### src/rtl/fft_pkg.sv
// Shared FFT datapath definitions: sample width, twiddle format, and
// the butterfly complex-multiply sequencer states.
package fft_pkg;

    localparam int DATA_W = 16;
    localparam int FRAC   = 15;

    // One state per product cycle; LDR/LDI hand a result to the accumulator
    typedef enum logic [2:0] {
        IDLE,
        RR,
        II,
        LDR,
        RI,
        IR,
        LDI
    } state_t;

    // Q1.15 product back to sample width: plain truncation, wraps on overflow
    function automatic logic [DATA_W-1:0] trunc(input logic signed [2*DATA_W-1:0] p);
        return DATA_W'(p >>> FRAC);
    endfunction

endpackage

### src/rtl/q15_mult.sv
// Combinational signed multiply with fractional truncation.
// The top shares one instance across all four partial products.
module q15_mult #(
    parameter int DATA_W = 16,
    parameter int FRAC   = 15
) (
    input  logic signed [DATA_W-1:0] x,
    input  logic signed [DATA_W-1:0] y,
    output logic        [DATA_W-1:0] p
);

    logic signed [2*DATA_W-1:0] prod;

    assign prod = x * y;
    // Drop FRAC fraction bits, keep DATA_W; (-1)*(-1) wraps to 0x8000
    assign p    = DATA_W'(prod >>> FRAC);

endmodule

### src/rtl/butterfly_cmul_seq.sv
// Sequential B*W complex multiplier feeding the butterfly add/sub stage.
// Real part emitted with Ld_R, imaginary part with Ld_I, 7 cycles per op.
module butterfly_cmul_seq #(
    parameter int DATA_W = 16,
    parameter int FRAC   = 15
) (
    input  logic              clk_MAC,
    input  logic              rst,
    input  logic              start,
    input  logic [DATA_W-1:0] a_re,
    input  logic [DATA_W-1:0] a_im,
    input  logic [DATA_W-1:0] b_re,
    input  logic [DATA_W-1:0] b_im,
    input  logic [DATA_W-1:0] w_re,
    input  logic [DATA_W-1:0] w_im,
    output logic [DATA_W-1:0] out_BW,
    output logic [DATA_W-1:0] out_A,
    output logic              Ld_R,
    output logic              Ld_I,
    output logic              rst_signal,
    output logic              busy,
    output logic              done
);

    import fft_pkg::*;

    state_t            state, state_nxt;
    logic              accept;
    logic [DATA_W-1:0] a_re_q, a_im_q, b_re_q, b_im_q, w_re_q, w_im_q;
    logic [DATA_W-1:0] acc, acc_nxt;
    logic [DATA_W-1:0] mx, my, prod_t;

    assign accept = (state == IDLE) && start;

    // State register
    always_ff @(posedge clk_MAC or posedge rst) begin
        if (rst) state <= IDLE;
        else     state <= state_nxt;
    end

    // Fixed walk through the four products; only IDLE waits on start
    always_comb begin
        state_nxt = state;
        case (state)
            IDLE:    if (start) state_nxt = RR;
            RR:      state_nxt = II;
            II:      state_nxt = LDR;
            LDR:     state_nxt = RI;
            RI:      state_nxt = IR;
            IR:      state_nxt = LDI;
            LDI:     state_nxt = IDLE;
            default: state_nxt = IDLE;
        endcase
    end

    // Operand select for the single shared multiplier
    always_comb begin
        mx = b_re_q;
        my = w_re_q;
        case (state)
            II:      begin mx = b_im_q; my = w_im_q; end
            RI:      begin mx = b_re_q; my = w_im_q; end
            IR:      begin mx = b_im_q; my = w_re_q; end
            default: ;
        endcase
    end

    q15_mult #(.DATA_W(DATA_W), .FRAC(FRAC)) u_mult (
        .x (mx),
        .y (my),
        .p (prod_t)
    );

    // Accumulator: first product of each part loads, second adds/subtracts
    always_comb begin
        acc_nxt = acc;
        case (state)
            RR:      acc_nxt = prod_t;
            II:      acc_nxt = acc - prod_t;
            RI:      acc_nxt = prod_t;
            IR:      acc_nxt = acc + prod_t;
            default: ;
        endcase
    end

    // Operand latches (captured only on accept) and accumulator
    always_ff @(posedge clk_MAC or posedge rst) begin
        if (rst) begin
            a_re_q <= '0; a_im_q <= '0;
            b_re_q <= '0; b_im_q <= '0;
            w_re_q <= '0; w_im_q <= '0;
            acc    <= '0;
        end else begin
            acc <= acc_nxt;
            if (accept) begin
                a_re_q <= a_re; a_im_q <= a_im;
                b_re_q <= b_re; b_im_q <= b_im;
                w_re_q <= w_re; w_im_q <= w_im;
            end
        end
    end

    // Registered outputs, decoded one cycle early so they line up with
    // the LDR/LDI/RR state they belong to
    always_ff @(posedge clk_MAC or posedge rst) begin
        if (rst) begin
            out_BW     <= '0;
            out_A      <= '0;
            Ld_R       <= 1'b0;
            Ld_I       <= 1'b0;
            rst_signal <= 1'b0;
            busy       <= 1'b0;
            done       <= 1'b0;
        end else begin
            rst_signal <= accept;
            Ld_R       <= (state == II);
            Ld_I       <= (state == IR);
            done       <= (state == IR);
            busy       <= (state_nxt != IDLE);
            if (state == II) begin
                out_BW <= acc_nxt;
                out_A  <= a_re_q;
            end
            if (state == IR) begin
                out_BW <= acc_nxt;
                out_A  <= a_im_q;
            end
        end
    end

endmodule

### config.mk
export PLATFORM = sky130hd
export DESIGN_NAME = butterfly_cmul_seq
export DESIGN_NICKNAME = d
export VERILOG_FILES = /design/src/rtl/fft_pkg.sv /design/src/rtl/q15_mult.sv /design/src/rtl/butterfly_cmul_seq.sv
export SDC_FILE = /design/constraint.sdc
export NUM_CORES = 1
export LEC_CHECK = 0
export CAP_MARGIN = 0
export CORE_MARGIN = 2
export CORE_UTILIZATION = 55
export DETAILED_ROUTE_END_ITERATION = 8
export PLACE_DENSITY = 0.81
export SLEW_MARGIN = 0
export SYNTH_ARGS = -nofsm -noshare
export SYNTH_HDL_FRONTEND = slang
export SYNTH_HIERARCHICAL = 1
export SYNTH_SLANG_ARGS = --single-unit
### constraint.sdc
create_clock -name clk_MAC -period 9.3 [get_ports clk_MAC]
set_input_delay 1.395 -clock clk_MAC [delete_from_list [all_inputs] [get_ports clk_MAC]]
set_output_delay 1.395 -clock clk_MAC [all_outputs]
set_load 0.005 [all_outputs]
==> flow_metrics.env, run 1 <==
export IMPL_worstPathArrival_ns=9.68
export IMPL_area_growth_pct=21.33
export IMPL_fin_ws_ns=-0.007418
export IMPL_die_x_um=177.7
export IMPL_max_freq_mhz=107.4
export IMPL_cpPeakStageDelay_ns=0.57
export IMPL_crit_required_ns=9.67
export IMPL_worstHoldPathCells=2
export IMPL_htreeDepth=4
export IMPL_avgSynthCellArea_sq_um=10.01
export IMPL_synthMuxAreaShare=0.08752
export IMPL_skew_ns=0.009719
export IMPL_hold_buffers=0
export IMPL_coreArea_sq_um=29720
export IMPL_period_needed_ns=9.307
export IMPL_cp_start_kind="flip-flop"
export IMPL_crit_slowest_cell="or4_4"
export IMPL_yosys_area_share_xor_xnor=0.03053
export IMPL_start_util=0.5585
export IMPL_grt_max_degree=82
export IMPL_setup_viol=1
export IMPL_cts_sinks=151
export IMPL_layout_nets=2322
export IMPL_ff_latch_area_sq_um=3782
export IMPL_min_path_type="flip-flop to flip-flop"
export IMPL_clk_path_buf_depth=2
export IMPL_maxCapViolCount=0
export IMPL_rows=63
export IMPL_synth_simple_area_share=0.1320
export IMPL_worstMarginPinSlew_ns=1.290
export IMPL_synth_top_family_by_area="adder cells"
export IMPL_reg2reg_depth=36
export IMPL_synth_compound_area_frac=0.05608
export IMPL_drc=0
export IMPL_critPathCaptureType="flip-flop"
export IMPL_hpwl_mm=31.26
export IMPL_utilization=0.6777
export IMPL_mappedNetlistArea_sq_um=16600
export IMPL_critical_path_peak_fanout=8
export IMPL_antenna_found_initial=0
export IMPL_syn_inst=1659
export IMPL_slew_violations=0
export IMPL_n_fill_cell=2096
export IMPL_status="finished with violations"
export IMPL_groute_usage_overall=0.2663
export IMPL_r2r_slack_ns=-0.007
export IMPL_criticalPathCategory="flip-flop to flip-flop"
export IMPL_crit_top_cell="fa_1"
export IMPL_synth_top_area_share=0.3088
export IMPL_ys_ff_latch=151
export IMPL_yosys_top_cells_count="inv_1, fa_1, nand2_1"
export IMPL_clockRootBuffer="clkbuf_16"
export IMPL_dieArea_sq_um=31580
export IMPL_routed_wirelength_mm=39.61
export IMPL_ys_warn_count=6
export IMPL_hold_slack_ns=0.4845
export IMPL_drt_iter0_drc=873
export IMPL_violations="negative setup slack"
export IMPL_grt_pass1_wl_mm=66.76
export IMPL_synth_most_common_cell="inv_1"
export IMPL_postPlaceCellArea_sq_um=19040
export IMPL_multiInputGateArea_sq_um=11730
export IMPL_synth_edff_count=0
export IMPL_ys_types=65
export IMPL_synth_adder_area_share=0.3811
export IMPL_clkSlewWorstSetupHoldPaths_ns=0.07
export IMPL_cts_tree="yes"
export IMPL_routed_via_count=12163
export IMPL_layout_drive_gt1_share=0.1805
export IMPL_post_route_period_util=1.001
export IMPL_ys_seq_area_frac=0.2276
export IMPL_cts_made_buffers=17
export IMPL_async_flop_share=1.000
export IMPL_yosysTopAreaCell="fa_1"
export IMPL_final_area_sq_um=20140
export IMPL_synth_area_leaders="fa_1, dfrtp_1, mux2_2"
export IMPL_antennaDiodeCount=0
export IMPL_wl_per_cell_um=17.42
export IMPL_hold_viol=0
export IMPL_antenna_left=0
export IMPL_io_buffers=135
export IMPL_synthesis_nets=2110
export IMPL_via_per_inst=5.349
export IMPL_place_congestion=0.9169
export IMPL_overflow=0
export IMPL_relSlewSlack=0.1367
export IMPL_ys_flop_type="dfrtp_1"
export IMPL_die_y_um=177.7
export IMPL_grt_setup_unrepaired="yes"
export IMPL_clk_latency_ns=0.43
export IMPL_first_global_vias=13516
export IMPL_firstDrtPassIters=6
export IMPL_io_pins=136
[through the flow]
step	instances	setup slack [ns]	setup TNS, ns
6_report	2274	-0.007418	-0.007418
5_1_grt	2274	-0.3030	-1.531
4_1_cts	2259	0.001202	0
3_5_place_dp	2221	-0.1364	-0.2281
3_3_place_gp	2221	0.04025	0
2_1_floorplan	1659	0.005175	0
[cells by family after synthesis]
family                   Yosys count
flip-flops                       151
AND/OR/NAND/NOR                  458
XOR/XNOR                          57
buffers and inverters            370
AO/OA/AOI/OAI                    140
multiplexers                     131
adder cells (fa/ha/maj)          352
[registers in the layout, summed over array words and instances, names as in the netlist]
name and cells:
Ld_R 1, a_im_q 16, a_re_q 16, acc 16
b_im_q 16, b_re_q 16, busy 1, done 1
out_A 16, out_BW 16, rst_signal 1, state 3
w_im_q 16, w_re_q 16
[worst paths after layout]
kind,startpoint,to
max,state[2],acc[15]
min,a_im_q[13],out_A[13]
max reg2reg,state[2],acc[15]
min reg2reg,a_im_q[13],out_A[13]
max in group asynchronous,rst,b_re_q[5]
min in group asynchronous,rst,b_re_q[3]
[area by class of cell]
| type | count | share of cell area |
|---|---|---|
| clock inverter | 14 | 0.009195 |
| inverter | 306 | 0.05728 |
| clock buffer | 18 | 0.02131 |
| tap | 390 | 0.02423 |
| sequential | 151 | 0.1878 |
| multi-input combinational | 1138 | 0.5825 |
| timing repair buffer | 257 | 0.1176 |
[cells in the final DEF (no fill, tap or decap), drive strengths merged, types with 7 or more instances in the layout]
| cell type | instances |
|---|---|
| inv | 313 |
| fa | 256 |
| nand2 | 247 |
| dfrtp | 151 |
| clkdlybuf4s50 | 135 |
| buf | 121 |
| and2 | 117 |
| mux2 | 113 |
| ha | 96 |
| o21ai | 44 |
| xnor2 | 35 |
| nor2 | 35 |
| a21oi | 30 |
| xor2 | 22 |
| clkbuf | 19 |
| mux2i | 18 |
| nand2b | 15 |
| a22oi | 13 |
| a21o | 10 |
| nand3 | 8 |
| nor2b | 8 |
| nor3 | 7 |
[repair_timing]
item | CTS | global route
setup buffers | 6 | 14
endpoints found under the hold margin | 0 | 0
gates resized for setup | 16 | 59
pin swaps | 12 | 34
cloned | 0 | 1
setup endpoints to repair | 6 | 20
[worst max-delay path: cells and delay by family, from the launching register on]
| family | cells | cell delay [ns] |
|---|---|---|
| muxes | 2 | 0.64 |
| AOI/OAI and AO/OA | 8 | 1.69 |
| adders and majority gates | 8 | 3.57 |
| buffers and inverters | 7 | 0.63 |
| and+or+nand+nor | 8 | 1.78 |
| xor gates and xnor gates | 3 | 0.44 |
| DFF | 1 | 0.44 |
[metal layers]
layer	part of all wire	track usage	vias up
met3	0.057	0.04692	76
met2	0.51	0.4624	396
met5	0	0	-
met1	0.41	0.3452	6139
li1	-	-	5552
met4	0.022	0.07001	0
Power of run 1 is not shown: default switching activity piles up to over one toggle a cycle in this logic, so the estimate is an artifact.
==> inputs of run 2 (changes only) <==
- SKIP_CTS_REPAIR_TIMING: unset -> 1
==> flow_metrics.env, run 2 (synthesis gave the netlist of run 1 again) <==
export IMPL_postPlaceCellArea_sq_um=19040
export IMPL_dieArea_sq_um=31580
export IMPL_crit_required_ns=9.67
export IMPL_crit_slowest_cell="or4_4"
export IMPL_cts_made_buffers=17
export IMPL_die_x_um=177.7
export IMPL_r2r_start="state[1]"
export IMPL_worstHoldPathCells=2
export IMPL_r2r_end="acc[15]"
export IMPL_antennaDiodeCount=0
export IMPL_relSlewSlack=0.1444
export IMPL_cts_sinks=151
export IMPL_setup_viol=2
export IMPL_die_y_um=177.7
export IMPL_routed_via_count=12218
export IMPL_grt_pass1_wl_mm=66.36
export IMPL_rows=63
export IMPL_io_pins=136
export IMPL_place_congestion=0.9169
export IMPL_grt_setup_unrepaired="yes"
export IMPL_layout_drive_gt1_share=0.1798
export IMPL_hpwl_mm=31.26
export IMPL_cts_tree="yes"
export IMPL_critPathCaptureType="flip-flop"
export IMPL_clkSlewWorstSetupHoldPaths_ns=0.07
export IMPL_antenna_found_initial=0
export IMPL_worstPathArrival_ns=9.82
export IMPL_reg2reg_depth=37
export IMPL_post_route_period_util=1.016
export IMPL_htreeDepth=4
export IMPL_clk_path_buf_depth=2
export IMPL_criticalPathCategory="flip-flop to flip-flop"
export IMPL_violations="negative setup slack"
export IMPL_clockRootBuffer="clkbuf_16"
export IMPL_grt_max_degree=82
export IMPL_clk_latency_ns=0.44
export IMPL_worstMarginPinSlew_ns=1.279
export IMPL_min_path_type="flip-flop to flip-flop"
export IMPL_maxCapViolCount=0
export IMPL_crit_family="adder cells"
export IMPL_io_buffers=135
export IMPL_area_growth_pct=21.13
export IMPL_r2r_slack_ns=-0.15
export IMPL_via_per_inst=5.382
export IMPL_hold_viol=0
export IMPL_antenna_left=0
export IMPL_cp_start_kind="flip-flop"
export IMPL_firstDrtPassIters=7
export IMPL_slew_violations=0
export IMPL_routed_wirelength_mm=39.40
export IMPL_overflow=0
export IMPL_period_needed_ns=9.451
export IMPL_groute_usage_overall=0.2646
export IMPL_max_freq_mhz=105.8
export IMPL_drc=0
export IMPL_min_to="out_A[13]"
export IMPL_cpPeakStageDelay_ns=0.56
export IMPL_wl_per_cell_um=17.36
export IMPL_final_area_sq_um=20110
export IMPL_start_util=0.5585
export IMPL_layout_commonest_cell="inv_1"
export IMPL_coreArea_sq_um=29720
export IMPL_hp_start="a_im_q[13]"
export IMPL_first_global_vias=13520
export IMPL_critical_path_peak_fanout=8
export IMPL_drt_iter0_drc=764
export IMPL_crit_buf_inv=6
export IMPL_layout_nets=2318
export IMPL_fin_ws_ns=-0.1506
export IMPL_mostFrequentLayoutCells="inv_1, fa_1, nand2_1"
export IMPL_skew_ns=0.01310
export IMPL_status="finished with violations"
-- run 2: changes by cell type in the layout (fill, tap and decap cells not counted), moves of 2 or more --
cell,before,now
nor2_1,30,32
buf_4,109,106
nor2_2,3,1
nand2_1,236,232
nand2_2,10,13
-- run 2: worst max-delay path by stage --
stage	from	to	slack, ns	cells past startpoint
global placement	state[1]	acc[15]	0.04	34
finish	state[1]	acc[15]	-0.15	37
CTS	state[1]	acc[15]	-0.21	35
global route	state[1]	out_BW[15]	-0.45	38
floorplan	state[1]	acc[15]	0.005	42
detailed placement	state[1]	acc[15]	-0.14	35
-- run 2: area by class of cell --
| type | count | area [sq um] |
|---|---|---|
| timing repair buffer | 253 | 2321 |
| tap | 390 | 488.0 |
| inverter | 306 | 1154 |
| fill | 2124 | 9612 |
| clock inverter | 14 | 185.2 |
| sequential | 151 | 3782 |
| multi-input combinational | 1138 | 11750 |
| clock buffer | 18 | 429.2 |
-- run 2: worst reg2reg max path, delay by kind of cell (launching register included) --
kind	cells	cell delay [ns]
compound gates	7	1.57
simple gates	12	2.34
xor+xnor	2	0.35
buf+inv	6	0.50
flops	1	0.44
fa+ha+maj	8	3.51
mux	2	0.66
-- run 2: layer usage --
layer,track usage,part of all wire,vias up
met2,0.4596,0.51,368
met4,0.07411,0.021,0
li1,-,-,5556
met1,0.3410,0.42,6218
met5,0,0,-
met3,0.04606,0.052,76
-- run 2: metrics by stage --
stage / instances / utilization / TNS, ns / worst slack, ns / hold slack [ns]
floorplan: 1659 / - / 0 / 0.005175 / 0.4440
global placement: 2221 / 0.6406 / 0 / 0.04025 / 0.4533
detailed placement: 2221 / 0.6406 / -0.2281 / -0.1364 / 0.4625
CTS: 2253 / 0.6613 / -0.4820 / -0.2105 / 0.4855
global route: 2270 / 0.6766 / -2.180 / -0.4523 / 0.5037
finish: 2270 / 0.6766 / -0.2790 / -0.1506 / 0.4840
Power of run 2 is left out for the same reason.
